[src/rtl/uart_rx_frame_ctrl.sv]
// Frame controller behind the UART receiver: SOF hunt, LEN/CMD/payload capture,
// XOR checksum check, inter-byte timeout, and a held payload buffer released by ack.
module uart_rx_frame_ctrl #(
  parameter int          MAX_PAYLOAD  = 16,
  parameter int          TIMEOUT_CLKS = 8680,
  parameter logic [7:0]  SOF_BYTE     = 8'hA5,
  localparam int         LW           = $clog2(MAX_PAYLOAD + 1),
  localparam int         AW           = $clog2(MAX_PAYLOAD)
) (
  input  logic          clk,
  input  logic          rst,
  input  logic          i_rx_dv,
  input  logic [7:0]    i_rx_byte,
  input  logic          i_frame_ack,
  input  logic [AW-1:0] i_rd_addr,
  output logic [7:0]    o_rd_data,
  output logic          o_frame_valid,
  output logic [7:0]    o_cmd,
  output logic [LW-1:0] o_len,
  output logic          o_err_checksum,
  output logic          o_err_timeout,
  output logic          o_err_len,
  output logic          o_err_overrun
);

  localparam int TW = $clog2(TIMEOUT_CLKS + 1);

  typedef enum logic [2:0] {IDLE, GET_LEN, GET_CMD, GET_PAYLOAD, GET_CHK, HOLD} state_t;

  state_t        state;
  logic [7:0]    pay_buf [MAX_PAYLOAD];
  logic [LW-1:0] len_q;
  logic [7:0]    cmd_q;
  logic [7:0]    acc;
  logic [AW-1:0] idx;
  logic [TW-1:0] tcnt;
  logic          last_payload;

  assign last_payload = (LW'(idx) + LW'(1)) == len_q;

  always_comb begin
    o_rd_data = '0;
    if (o_frame_valid && (LW'(i_rd_addr) < o_len))
      o_rd_data = pay_buf[i_rd_addr];
  end

  always_ff @(posedge clk or posedge rst) begin
    if (rst) begin
      state          <= IDLE;
      len_q          <= '0;
      cmd_q          <= '0;
      acc            <= '0;
      idx            <= '0;
      tcnt           <= '0;
      o_frame_valid  <= 1'b0;
      o_cmd          <= '0;
      o_len          <= '0;
      o_err_checksum <= 1'b0;
      o_err_timeout  <= 1'b0;
      o_err_len      <= 1'b0;
      o_err_overrun  <= 1'b0;
      for (int unsigned i = 0; i < MAX_PAYLOAD; i++)
        pay_buf[i] <= '0;
    end else begin
      o_err_checksum <= 1'b0;
      o_err_timeout  <= 1'b0;
      o_err_len      <= 1'b0;
      o_err_overrun  <= 1'b0;
      case (state)
        IDLE: begin
          if (i_rx_dv && i_rx_byte == SOF_BYTE) begin
            state <= GET_LEN;
            tcnt  <= '0;
          end
        end
        GET_LEN, GET_CMD, GET_PAYLOAD, GET_CHK: begin
          if (i_rx_dv) begin
            tcnt <= '0;
            case (state)
              GET_LEN: begin
                if (32'(i_rx_byte) > MAX_PAYLOAD) begin
                  o_err_len <= 1'b1;
                  state     <= IDLE;
                end else begin
                  len_q <= LW'(i_rx_byte);
                  acc   <= i_rx_byte;
                  idx   <= '0;
                  state <= GET_CMD;
                end
              end
              GET_CMD: begin
                cmd_q <= i_rx_byte;
                acc   <= acc ^ i_rx_byte;
                state <= (len_q != '0) ? GET_PAYLOAD : GET_CHK;
              end
              GET_PAYLOAD: begin
                pay_buf[idx] <= i_rx_byte;
                acc          <= acc ^ i_rx_byte;
                idx          <= idx + 1'b1;
                if (last_payload)
                  state <= GET_CHK;
              end
              default: begin
                if (i_rx_byte == acc) begin
                  state         <= HOLD;
                  o_frame_valid <= 1'b1;
                  o_cmd         <= cmd_q;
                  o_len         <= len_q;
                end else begin
                  o_err_checksum <= 1'b1;
                  state          <= IDLE;
                end
              end
            endcase
          end else if (tcnt == TW'(TIMEOUT_CLKS - 1)) begin
            o_err_timeout <= 1'b1;
            tcnt          <= '0;
            state         <= IDLE;
          end else begin
            tcnt <= tcnt + 1'b1;
          end
        end
        HOLD: begin
          // Bytes are dropped even in the ack cycle, so a SOF arriving then is lost.
          if (i_rx_dv)
            o_err_overrun <= 1'b1;
          if (i_frame_ack) begin
            o_frame_valid <= 1'b0;
            state         <= IDLE;
          end
        end
        default: state <= IDLE;
      endcase
    end
  end

endmodule

[config.mk]
export PLATFORM = sky130hd
export DESIGN_NAME = uart_rx_frame_ctrl
export DESIGN_NICKNAME = d
export VERILOG_FILES = /design/src/rtl/uart_rx_frame_ctrl.sv
export SDC_FILE = /design/constraint.sdc
export NUM_CORES = 1
export LEC_CHECK = 0
export BUFFER_PORTS_ARGS = -buffer_cell sky130_fd_sc_hd__buf_2
export CORE_MARGIN = 3
export CORE_UTILIZATION = 45
export DETAILED_ROUTE_END_ITERATION = 10
export PLACE_DENSITY = 0.65
export SLEW_MARGIN = 0
export SYNTH_ARGS = -nofsm -noshare
export SYNTH_HDL_FRONTEND = slang
export SYNTH_SLANG_ARGS = --single-unit
[constraint.sdc]
create_clock -name clk -period 8.07 [get_ports clk]
set_input_delay 1.614 -clock clk [delete_from_list [all_inputs] [get_ports clk]]
set_output_delay 1.614 -clock clk [all_outputs]
set_load 0.01 [all_outputs]
# --- Word-level counts from Yosys, hierarchy flattened ---
# Index checks and enable logic that the tools add are counted.
# W data, S select, Z words.
op_classes:
  n_addsub: 3
  order_cmp: 5
  eq_ne: 17
  muxes: 43
  bitwise_logic: 5
  reduce_logical: 21
op_table:
  columns: ["cell", "count"]
  rows:
  - ["$bwmux W128", 1]
  - ["$mux W14", 3]
  - ["$mux W8", 5]
  - ["$bmux W8 S4", 1]
  - ["$demux W8 S4", 1]
  - ["$pmux W14 S2", 1]
  - ["$mux W3", 7]
  - ["$reduce_and A4 Y1", 5]
  - ["$pmux W3 S3", 2]
  - ["$mux W1", 17]
  - ["$pmux W8 S2", 1]
  - ["$add A14 B1 Y14 const B", 1]
  - ["$eq A14 B14 Y1 const B", 1]
  - ["$ne A2 B2 Y1 const B", 6]
  - ["$ge A5 B5 Y1 const B", 2]
  - ["$not A4 Y5", 2]
  - ["$eq A8 B8 Y1", 1]
  - ["$eq A8 B8 Y1 const B", 1]
  - ["$gt A8 B5 Y1 const B", 1]
  - ["$pmux W4 S2", 1]
  - ["$reduce_bool A2 Y1", 4]
  - ["$xor A8 B8 Y8", 1]
  - ["$eq A3 B2 Y1 const B", 2]
  - ["$eq A3 B3 Y1 const B", 2]
  - ["other kinds (21)", 25]
totals:
  register_bits: 188
  input_bits: 16
  out_inout_bits: 26
  word_cells: 123

# --- Depth between registers and ports, before layout ---
# Gate-level depths: netlist of run 1.
depth:
  ltp_word: 6
  ltp_mapped: 7
  ltp_nobuf: 7

# --- Worst setup path after synthesis of run 1 ---
# Ideal clock, no wire load.
synth_path:
  path_type: "input-to-output"
  start: "input port i_rd_addr[0]"
  end: "output port o_rd_data[0]"
  arrival_time_ps: 3552
  required_ps: 6456
  setup_slack_ps: 2904
  path_stages: 6
  path_buffers: 2
  path_cell_list: "clkbuf_1 > buf_1 > mux4_2 > mux4_2 > inv_1 > a211oi_1"
synth_between:
  elab_chain_cells: 5
synth_rtl:
  columns: ["item", "line", "rtl"]
  rows:
  - ["from (decl)", "15", "input logic [AW-1:0] i_rd_addr,"]
  - ["$not A4 Y5 (not written as such)", "44", "o_rd_data = pay_buf[i_rd_addr];"]
  - ["$bmux W8 S4", "44", null]
  - ["$mux W8 (not written as such) (2 in a row)", "44", null]
  - ["$mux W8 *", "43", "if (o_frame_valid && (LW'(i_rd_addr) < o_len))"]
  - ["to (decl)", "16", "output logic [7:0] o_rd_data,"]
# Mark *: on every way between the ends. The rest lies on a longest branch, timed or not. The select of a mux whose other input is x is not followed.

# --- Final worst setup path of run 1 ---
layout_path:
  start: "input port i_rd_addr[1]"
  end: "output port o_rd_data[1]"
# The elaborated chain is that of the path after synthesis.

==> metrics list, run 1 <==
* Quantity of I/O buffers inserted on ports: 41
- Summed over all cells, the static leakage comes to around 0.0047 uW.
- The die is around 150 um tall.
- Count of max-cap constraint violations: 0
- Horiz. Die Dim: approximately 150 um
- Initial antenna violation count: 0
- Most frequently used flop master after synthesis: dfrtp_1
* Max frequency: between 150 and 200 MHz
* Post-route standard cell area excluding fillers: between 9000 and 10000 sq um
- Compared with the post-synthesis result, the final layout area differs by 11.3%.
- Number of nets produced by synthesis: 696
- Unrepaired setup endpoints after global routing: false
* Worst Setup Path Type: primary input to primary output
* Core area: roughly 19000 sq um
- Global routing consumed, over all layers together, 19.7% of the routing resources.
- Gates resized, CTS repair: 0
* Distinct cell type count after synthesis: 48
* Average wire per cell in the routed design: 21.3 um
- Ranked by total cell area, the synthesized netlist is headed by dfrtp_1, mux2_2, mux4_2, nand2_1, clkbuf_1.
- STA classifies the critical path startpoint as a primary input.
- Pin count of the biggest net entering global routing: roughly 110
- Clock Latency Late Sink: between 400 and 500 ps
- Syn Inst Count: 672
- The max-slew violation total from the final report came to 0.
- Diodes inserted: 0
- The clock passes through at most 2 buffers.
- Global route overflow: 0
- Root Driver: clkbuf_16
- CTS tree: yes
- Critical Path Most Common Cell: a21o_1
- Measured against its own limit, the worst slew margin works out to approximately 28%.
- Most common cell in the netlist: dfrtp_1
- Placed Area: slightly above 9000 sq um
* Final critical-path required period: approximately 5500 ps
- The worst setup path is captured at a primary output.
* Final HPWL from detailed placement: about 13000 um
- Crit path max-delay cell type: buf_2
- In this run the most critical hold path is launched from pay_buf[71]$_DFFE_PP0P_.
- Data on the critical path is required at its endpoint by ~6500 ps.
- In this run the cell area of the synthesized design comes to between 8000 and 9000 sq um.
- Pin placement for this block handled 42 I/O pins.
- On the final layout, the worst clock skew is between 10 and 15 ps.
- In the finished design, the share of the clock period the worst path needs comes to just under 70%.
- Count of antenna-violating nets left after detailed routing: 0
- Averaged over all synthesized cells, the footprint is roughly 13 sq um.
- The number of hold-slack violations in the final timing report came to 0.
* Sequential element share of the synthesized area: between 50% and 60%
- Global-route wire length before repair: roughly 33000 um
- The first TritonRoute pass finished after 5 iterations.
* Status: finished clean
* Area fraction of the dominant cell type after synthesis: between 50 and 60%
- Fillers: between 1500 and 2000
- Maximum level of the CTS H-tree: 4
- Clk sinks: between 150 and 200
- EDFF count, synth: 0
* Number of design rule violations left after detail routing: 0
- For the pin with the worst max-slew slack, the measured transition is between 1000 and 1500 ps.
* Total number of nets in the final design: 716
* Leading post-synthesis cells by instance count: dfrtp_1, mux2_2, nand2_1
- Largest driver fanout on the critical path: 30
* Fraction of synthesis flops using an asynchronous set or reset pin: 100%
- The via count of the first global-routing pass came to 5700.
- Initial Util: a little under half
- RePlAce Congestion: around 0.78
- Count of synthesis-stage warnings from yosys: 0
- The floorplan step defined a die boundary enclosing about 22000 sq um.
- Routed vias/inst: approximately 6
- Num CTS Buffers: 17
- Synthesis-stage register bit count: around 190
- Hold repair after CTS inserted 0 buffers.
- Endpoint arrival time on the critical path: between 3000 and 4000 ps
* Crit-path max cell delay: around 630 ps
* Initial drt markers: around 420
- The startpoint identified for the worst register-to-register timing path is tcnt[3]$_DFFE_PP0P_.
- In this run the power density over the cells is 243 nW/um^2.
* Cell chain of the critical path: buf_2 -> ha_1 -> a21o_1 -> a21o_1 -> a21o_1 -> a211oi_1 -> buf_2
- Library cell with the largest summed area after synthesis: dfrtp_1
* Final wirelength: 20500 um
* HP Class: register to register
* Clock slew at reported path FFs: roughly 70 ps
- Row generation in the floorplan step produced 50 rows.
- Setup violations remaining at the end of the flow were counted as 0.
* Number of setup buffers added after CTS: 0
- Vias after detailed routing: around 5600
* Share of post-route cells with drive strength above 1: about two fifths
* Critical Path Start: i_rd_addr[1]
- Maximum vdd ir drop: about 0.00016 V
- Setup TNS: 0 ps
layer usage:
metal | track usage [%] | up-vias | part of all wire, %
met2 | 32.5 | 156 | 50
met5 | 0 | - | 0
met1 | 26.6 | 2942 | 44
met4 | 5.03 | 0 | 1.2
met3 | 4.50 | 26 | 5.2
li1 | - | 2507 | -
final cells by class:
type                            instances  area (sq um)  share of cell area, %
Inverter                               24          95.1                  0.955
Multi-Input combinational cell        418          3990                   40.1
Sequential cell                       188          4700                   47.3
Timing Repair Buffer                   43           220                   2.21
Clock inverter                         14           175                   1.76
Tap cell                              260           325                   3.27
Clock buffer                           18           439                   4.41
path summary, 6_finish.rpt:
path,to,slack (ps),cells past startpoint
worst max-delay path,o_rd_data[1],2590,7
max in group asynchronous,pay_buf[87]$_DFFE_PP0P_,5140,3
worst min-delay path,pay_buf[71]$_DFFE_PP0P_,500,1
worst max register to register,state[1]$_DFFE_PP0P_,5280,5
min in group asynchronous,tcnt[12]$_DFFE_PP0P_,1390,2
worst min register to register,pay_buf[71]$_DFFE_PP0P_,500,1
power by group:
group / leakage, uW / internal, uW / switching, uW
Sequential: 0.00255 / 1050 / 102
Combinational: 0.00188 / 196 / 220
Clock: 0.000301 / 453 / 402
stage by stage:
step           utilization (%)  hold slack [ps]  worst slack [ps]  instances  total power (uW)
2_1_floorplan                -              473              1340        672              1480
5_1_grt                   52.2              514              2530        965              2550
3_5_place_dp              48.9              488              2610        933              1590
4_1_cts                   52.2              502              2610        965              2440
3_3_place_gp              48.9              482              2610        933              1560
6_report                  52.2              500              2590        965              2420
state kept, by name (all words and copies together) (netlist names), 3 cells and up:
signal,cells
tcnt,14
cmd_q,8
o_cmd,8
idx,4
state,3
o_len,5
len_q,5
pay_buf,128
acc,8
critical path, delay by kind of cell:
family | cells | cell delay [ps]
buf+inv | 2 | 840
compound gates | 4 | 1050
fa+ha+maj | 1 | 360
cells in the final DEF, fill, tap and decap left out, drive strengths merged, types with 3 or more instances in the layout:
master	n
or3	11
clkbuf	18
a21o	3
xor2	5
a31oi	8
nor4	6
clkinv	8
xnor2	12
dfrtp	188
mux2	150
nand3	11
nor2	15
mux4	40
nand2	52
buf	43
ha	8
a211oi	8
inv	29
o311ai	3
nor3	11
nand2b	5
and2	6
o21ai	20
a21oi	12
a22o	7
cells by family (layout without fill, tap and decap cells):
logic type / after synthesis / after routing / share of synthesized area [%]
fa+ha+maj: 9 / 9 / 1.23
xor+xnor: 17 / 17 / 1.67
mux: 191 / 191 / 29.1
flops: 188 / 188 / 52.6
buf+inv: 66 / 99 / 2.77
simple gates: 128 / 128 / 7.24
compound gates: 73 / 73 / 5.40
Power figures use the tool's default switching activity.
==> run 2, diff against run 1 <==
clock period = 5.5 ns   (was 8.07 ns; I/O delays follow)
==> run 2 against run 1 <==
- sequential cell count did not move
- wire length is 0.60% higher
- utilization down 0.20 points
- cell count unchanged
- die area stayed put
- sequential power up 47%
- cell area shrank 0.39%
- first-iteration DRC count is 7.2% higher
- non-clock buffer count increased by 1
- combinational power increased by 50%
- critical path type unchanged
- critical endpoint unchanged
- largest power group unchanged
==> metrics list, run 2 (synthesis gave the netlist of run 1 again) <==
- The worst endpoint data arrival time is 3460 ps (was 3860 ps).
- The hold buffer count at CTS is 0 (unchanged).
- The final routed wire length divided by cell count was 21.4 um (was 21.3 um).
- Endpoint class of the critical path: primary output (unchanged)
- Util after Layout: 52.0% (was 52.2%)
- The layout filler cell count is 1679 (was 1622).
- Final wirelength: 20700 um (was 20500 um)
- The number of clock sinks came to 188 (unchanged).
- Unrepaired setup endpoints after global routing: false (unchanged).
- Status: finished clean (unchanged)
- The final RePlAce weighted congestion came to 0.773 (was 0.779).
* Largest reg by FF count: pay_buf (unchanged)
- The max-cap check violation count is 0 (unchanged).
- The quantity of I/O buffers inserted on ports came to 41 (unchanged).
- The top cell family by delay on the critical path was buffers and inverters (was compound AO/OA/AOI/OAI gates).
- Most common library cell in the layout ignoring fill and taps: dfrtp_1 (unchanged)
* Post-route total power: 3470 uW (was 2420 uW)
* Global-route wire length before repair: 33400 um (was 32700 um)
- Final worst-path cycle share: 82.9%
- The startpoint-to-endpoint class of the critical path is primary input to primary output (unchanged).
- The width of the die is 147 um (unchanged).
- For the finished layout, the period the worst path requires is around 4600 ps.
- Worst Skew: 14.7 ps (was 12.7 ps)
- Derived from the worst setup path, the maximum achievable clock frequency is 219 MHz.
* Slew at the pin closest to its max-slew limit: 1110 ps (was 1080 ps)
* Number of top-level design ports: 42 (unchanged)
- Vias after detailed routing: 5730 (was 5631)
* Number of design rule violations left after detail routing: 0 (unchanged)
* Overall fraction of global-route tracks in use: 19.9% (was 19.7%)
- The remaining number of nets flagged by the antenna check after routing came to 0 (unchanged).
* Crit-path max cell delay: 760 ps (was 630 ps)
* Setup TNS: 0 ps (unchanged)
- Area growth, synth to finish: 10.9% (was 11.3%)
- The max-slew violation total from the final report was 0 (unchanged).
* Cell chain of the critical path: buf_2 -> buf_4 -> mux4_2 -> mux4_2 -> inv_1 -> a211oi_1 -> buf_2 (was buf_2 -> ha_1 -> a21o_1 -> a21o_1 -> a21o_1 -> a211oi_1 -> buf_2)
* Commonest cells after routing, fill and taps aside: dfrtp_1, mux2_2, nand2_1, buf_2, mux4_2 (unchanged)
* Number of placement rows: 50 (unchanged)
- Clock slew at reported path FFs: 70 ps (about the same)
- Core area: 19100 sq um (unchanged)
- Floorplan die area: 21600 sq um (unchanged)
* Final hold vios: 0 (unchanged)
- The starting utilization of the core area was 46.9% (unchanged).
* Leak pwr: 0.00471 uW (was 0.00473 uW)
- The count of antenna diodes in the layout came to 0 (unchanged).
* Initial drt markers: 446 (was 416)
- Initial antenna violation count: 0 (unchanged)
- Maximum level of the CTS H-tree: 4 (unchanged)
* Largest driver fanout on the critical path: 29 (was 30)
- Total of endpoints with negative setup slack in the final report: 0 (unchanged)
- Vias in the first global route: 6009 (was 5700)
* Pwr dens: 350 nW/um^2 (was 243 nW/um^2)
* Final worst hold slack: 503 ps (was 500 ps)
- HP Class: register to register (unchanged)
* Top flop regs: pay_buf x128, tcnt x14 (unchanged)
* Share of post-route cells with drive strength above 1: 38.7% (unchanged)
* Clock Latency Late Sink: 440 ps (about the same)
- Global route overflow: 0 (unchanged)
* Data required time of the critical path: 4400 ps (was 6460 ps)
* Number of iterations in the first detailed-routing pass: 5 (unchanged)
- Minimum setup slack in the final design: 941 ps (was 2590 ps)
- The maximum number of pins on one net before global-route repair was 189 (was 111).
- Overall die height: 147 um (unchanged)
- Maximum clock insertion buffer count: 2 (unchanged)
* Root Driver: clkbuf_16 (unchanged)
- The total setup buffers inserted after CTS was 0 (unchanged).
* Startpoint type of the worst setup path: primary input (unchanged)
- Routed vias/inst: 5.94 (was 5.84)
* CTS tree: yes (unchanged)
- The number of buffers added by the clock tree synthesis step came to 17 (unchanged).
* Crit path max-delay cell type: buf_2 (unchanged)
- The detailed placement HPWL was 13400 um (was 13300 um).
- The worst ir drop on vdd is 0.000227 V (was 0.000156 V).
- The post-cts gate resize count was 0 (unchanged).
* Total number of nets in the final design: 717 (was 716)
* Normalized max-slew margin: 26.1% (was 27.8%)
- The flip-flop count of the largest register, all copies and words added was 128 (unchanged).
- The count of buffer and inverter cells on the critical path came to 4 (was 2).
* Worst slack at placement: 885 ps (was 2610 ps)
run 2: final timing paths:
path / slack, ps / depth (start not counted) / from / to
worst max register to register: 2650 / 5 / tcnt[3]$_DFFE_PP0P_ / state[1]$_DFFE_PP0P_
max in group asynchronous: 3740 / 3 / rst / pay_buf[21]$_DFFE_PP0P_
worst min-delay path: 500 / 1 / cmd_q[5]$_DFFE_PP0P_ / o_cmd[5]$_DFFE_PP0P_
worst min register to register: 500 / 1 / cmd_q[5]$_DFFE_PP0P_ / o_cmd[5]$_DFFE_PP0P_
worst max-delay path: 940 / 7 / i_rd_addr[0] / o_rd_data[1]
min in group asynchronous: 850 / 3 / rst / tcnt[10]$_DFFE_PP0P_
run 2: metal layers:
layer	vias to the layer above	global-route usage [%]	wire length, um	part of all wire [%]
li1	2500	-	-	-
met1	2996	25.6	8720	42
met2	192	33.9	10400	50
met3	42	4.04	1080	5.2
met4	0	6.38	507	2.5
met5	-	0	0	0
run 2: power by group:
group	internal, uW	switching, uW
Clock	595	562
Sequential	1540	151
Combinational	290	335
run 2: layout make-up:
class                   count  area (sq um)  share of cell area, %
clock buffers              17           425                   4.29
well taps                 260           325                   3.28
repair buffers             44           240                   2.42
inverters                  24          93.8                  0.946
multi-input cells         418          3990                   40.3
flip-flops and latches    188          4700                   47.5
clock inverters            14           131                   1.33
run 2: per-stage QoR:
stage,instances,instance area (sq um)
6_report,965,9910
3_3_place_gp,934,9360
2_1_floorplan,672,8940
5_1_grt,965,9910
3_5_place_dp,934,9360
4_1_cts,965,9910
==> run 3, diff against run 2 <==
clock period = 4.4 ns   (was 5.5 ns; I/O delays follow)
==> run 3 against run 2 <==
- via count decreased by 1.8%
- total power up 28%
- largest cell class unchanged
- critical endpoint is now o_rd_data[2]
- largest power group unchanged
- clock power rose by 34%
- wire length shrank 0.22%
- cell area is 0.88% higher
- utilization up 0.46 points
- sequential power increased by 25%
- clock-buffer cell count unchanged
==> metrics list, run 3 (synthesis gave the netlist of run 1 again) <==
- The worst path setup slack after routing is 825 ps (was 941 ps).
- The final routed wire length divided by cell count is 21.3 um (was 21.4 um).
- The floorplan die area is 21600 sq um (unchanged).
- Normalized max-slew margin: 43.6% (was 26.1%)
- Share of post-route cells with drive strength above 1: 39.2% (was 38.7%)
* Maximum clock insertion buffer count: 2 (unchanged)
- The final instance area came to 10000 sq um (was 9910 sq um).
- Hold-fix buffers, CTS: 0 (unchanged)
* Number of design rule violations left after detail routing: 0 (unchanged)
- Max frequency: ~280 MHz
- Worst Setup Path Type: primary input to primary output (unchanged)
* Initial Util: 46.9% (unchanged)
* Clock Latency Late Sink: 440 ps (about the same)
- The final sum of negative setup slack is 0 ps (unchanged).
- Counting I/O delays and the setup requirement, the final critical path takes around 3600 ps.
* Area growth, synth to finish: 11.9% (was 10.9%)
- Status: finished clean (unchanged)
- The first-pass iteration count of the detailed router is 5 (unchanged).
- The worst hold endpoint is pay_buf[10]$_DFFE_PP0P_ (was o_cmd[5]$_DFFE_PP0P_).
- The number of antenna violations at the first check in global routing is 0 (unchanged).
- Most used routing layer in global routing: met2 (unchanged)
* Worst r2r src: tcnt[3]$_DFFE_PP0P_ (unchanged)
- Core area: 19100 sq um (unchanged)
- Quantity of I/O buffers inserted on ports: 41 (unchanged)
* Count of cells along the worst register-to-register path: 5 (unchanged)
- HP Class: register to register (unchanged)
- The die boundary height was 147 um (unchanged).
- The slowest library cell on the worst path is mux4_2 (was buf_2).
* Grt met3 use: 3.76% (was 4.04%)
- The worst path uses 81.2% of the clock period.
* Endpoint arrival time on the critical path: 2690 ps (was 3460 ps)
- The detail-routed via count per cell is 5.80 (was 5.94).
- Largest register FFs: 128 (unchanged)
* Number of pins with negative max-slew slack in the final report: 0 (unchanged)
- The clock tree from TritonCTS was yes (unchanged).
- The routed via count was 5628 (was 5730).
* Reg-to-reg endpoint: state[1]$_DFFE_PP0P_ (unchanged)
- The setup slack at placement was 823 ps (was 885 ps).
- The total power per unit cell area is 445 nW/um^2 (was 350 nW/um^2).
- Clock slew at reported path FFs: 80 ps (was 70 ps)
- Grt met2 use: 33.0% (was 33.9%)
- The sum of routed wire length over all layers is 20600 um (was 20700 um).
* Pin count of the biggest net entering global routing: 118 (was 189)
- Diodes inserted: 0 (unchanged)
* Crit-path max cell delay: 560 ps (was 760 ps)
- The post-cts gate resize count came to 0 (unchanged).
* Leak pwr: 0.00475 uW (was 0.00471 uW)
- Overall fraction of global-route tracks in use: 19.9% (about the same)
* Sum of buffers and inverters on the critical path: 4 (unchanged)
* Largest reg by FF count: pay_buf (unchanged)
* Commonest cells after routing, fill and taps aside: dfrtp_1, mux2_2, nand2_1, buf_2, mux4_2 (unchanged)
* Maximum level of the CTS H-tree: 4 (unchanged)
- Total number of nets in the final design: 721 (was 717)
* Endpoint class of the critical path: primary output (unchanged)
- The sort of element at the start of the critical path is a primary input (unchanged).
* Cell family with most CP delay: multiplexers (was buffers and inverters)
* Met1 global-route usage: 26.9% (was 25.6%)
- The required time of the critical path is 3520 ps (was 4400 ps).
- Num CTS Buffers: 17 (unchanged)
- The max-cap check violation count is 0 (unchanged).
* Number of cells on the worst hold path: 1 (unchanged)
- The remaining number of nets flagged by the antenna check after routing was 0 (unchanged).
* Slew at the pin closest to its max-slew limit: 843 ps (was 1110 ps)
- Number of setup buffers added after CTS: 0 (unchanged)
* Worst Skew: 17.7 ps (was 14.7 ps)
* Cell chain of the critical path: buf_2 -> buf_12 -> mux4_2 -> mux4_2 -> inv_1 -> a211oi_1 -> buf_2 (was buf_2 -> buf_4 -> mux4_2 -> mux4_2 -> inv_1 -> a211oi_1 -> buf_2)
* Unrepaired setup endpoints after global routing: false (unchanged)
* Total of endpoints with negative setup slack in the final report: 0 (unchanged)
- The via count of the first global-routing pass came to 5858 (was 6009).
* HP Start: pay_buf[10]$_DFFE_PP0P_ (was cmd_q[5]$_DFFE_PP0P_)
* Maximum vdd ir drop: 0.000304 V (was 0.000227 V)
- The largest driver fanout on the critical path was 20 (was 29).
- Number of placement rows: 50 (unchanged)
* Root Driver: clkbuf_16 (unchanged)
* Most common library cell in the layout ignoring fill and taps: dfrtp_1 (unchanged)
* RePlAce Congestion: 0.773 (about the same)
- The number of hold-slack violations in the final timing report is 0 (unchanged).
- The instance area after placement came to 9400 sq um (was 9360 sq um).
- Global route overflow: 0 (unchanged)
* Initial drt markers: 378 (was 446)
- Horiz. Die Dim: 147 um (unchanged)
- Final HPWL from detailed placement: 13400 um (about the same)
- Global-route wire length before repair: 33300 um (was 33400 um)
* Clk sinks: 188 (unchanged)
* Number of top-level design ports: 42 (unchanged)
- Top flop regs: pay_buf x128, tcnt x14 (unchanged).
* FF-to-FF setup slack: 1560 ps (was 2650 ps)
[run 3: final cells by class]
class | count | area, sq um
fill | 1607 | 9080
sequential | 188 | 4700
multi-input combinational | 418 | 3990
clock buffer | 17 | 425
tap | 260 | 325
timing repair buffer | 48 | 283
clock inverter | 15 | 176
inverter | 24 | 93.8
[run 3: power breakdown]
part	switching [uW]	internal (uW)
logic	408	365
clock network	745	817
registers	188	1930
[run 3: how the worst max path moves through the flow]
stage / from / end / slack [ps] / cells after the start
3_5_place_dp: i_rd_addr[0] / o_rd_data[0] / 820 / 7
5_1_grt: i_rd_addr[0] / o_rd_data[4] / 750 / 7
6_report: i_rd_addr[0] / o_rd_data[2] / 830 / 7
4_1_cts: i_rd_addr[0] / o_rd_data[7] / 810 / 7
3_3_place_gp: i_rd_addr[0] / o_rd_data[7] / 820 / 7
2_1_floorplan: i_rd_addr[0] / o_rd_data[0] / 700 / 6
[run 3: per-stage QoR]
step                std cells  total power, uW  util, %  hold slack [ps]
detailed placement        938             2920     49.3              489
global route              970             4680     52.4              512
CTS                       970             4480     52.4              505
global placement          938             2870     49.3              481
finish                    970             4450     52.4              504
floorplan                 672             2710        -              473
[run 3: metal layers]
layer	part of all wire (%)	routed length, um	up-vias
met5	0	0	-
met4	1.7	342	0
met3	4.0	825	29
met2	49	10200	134
met1	45	9280	2943
li1	-	-	2522
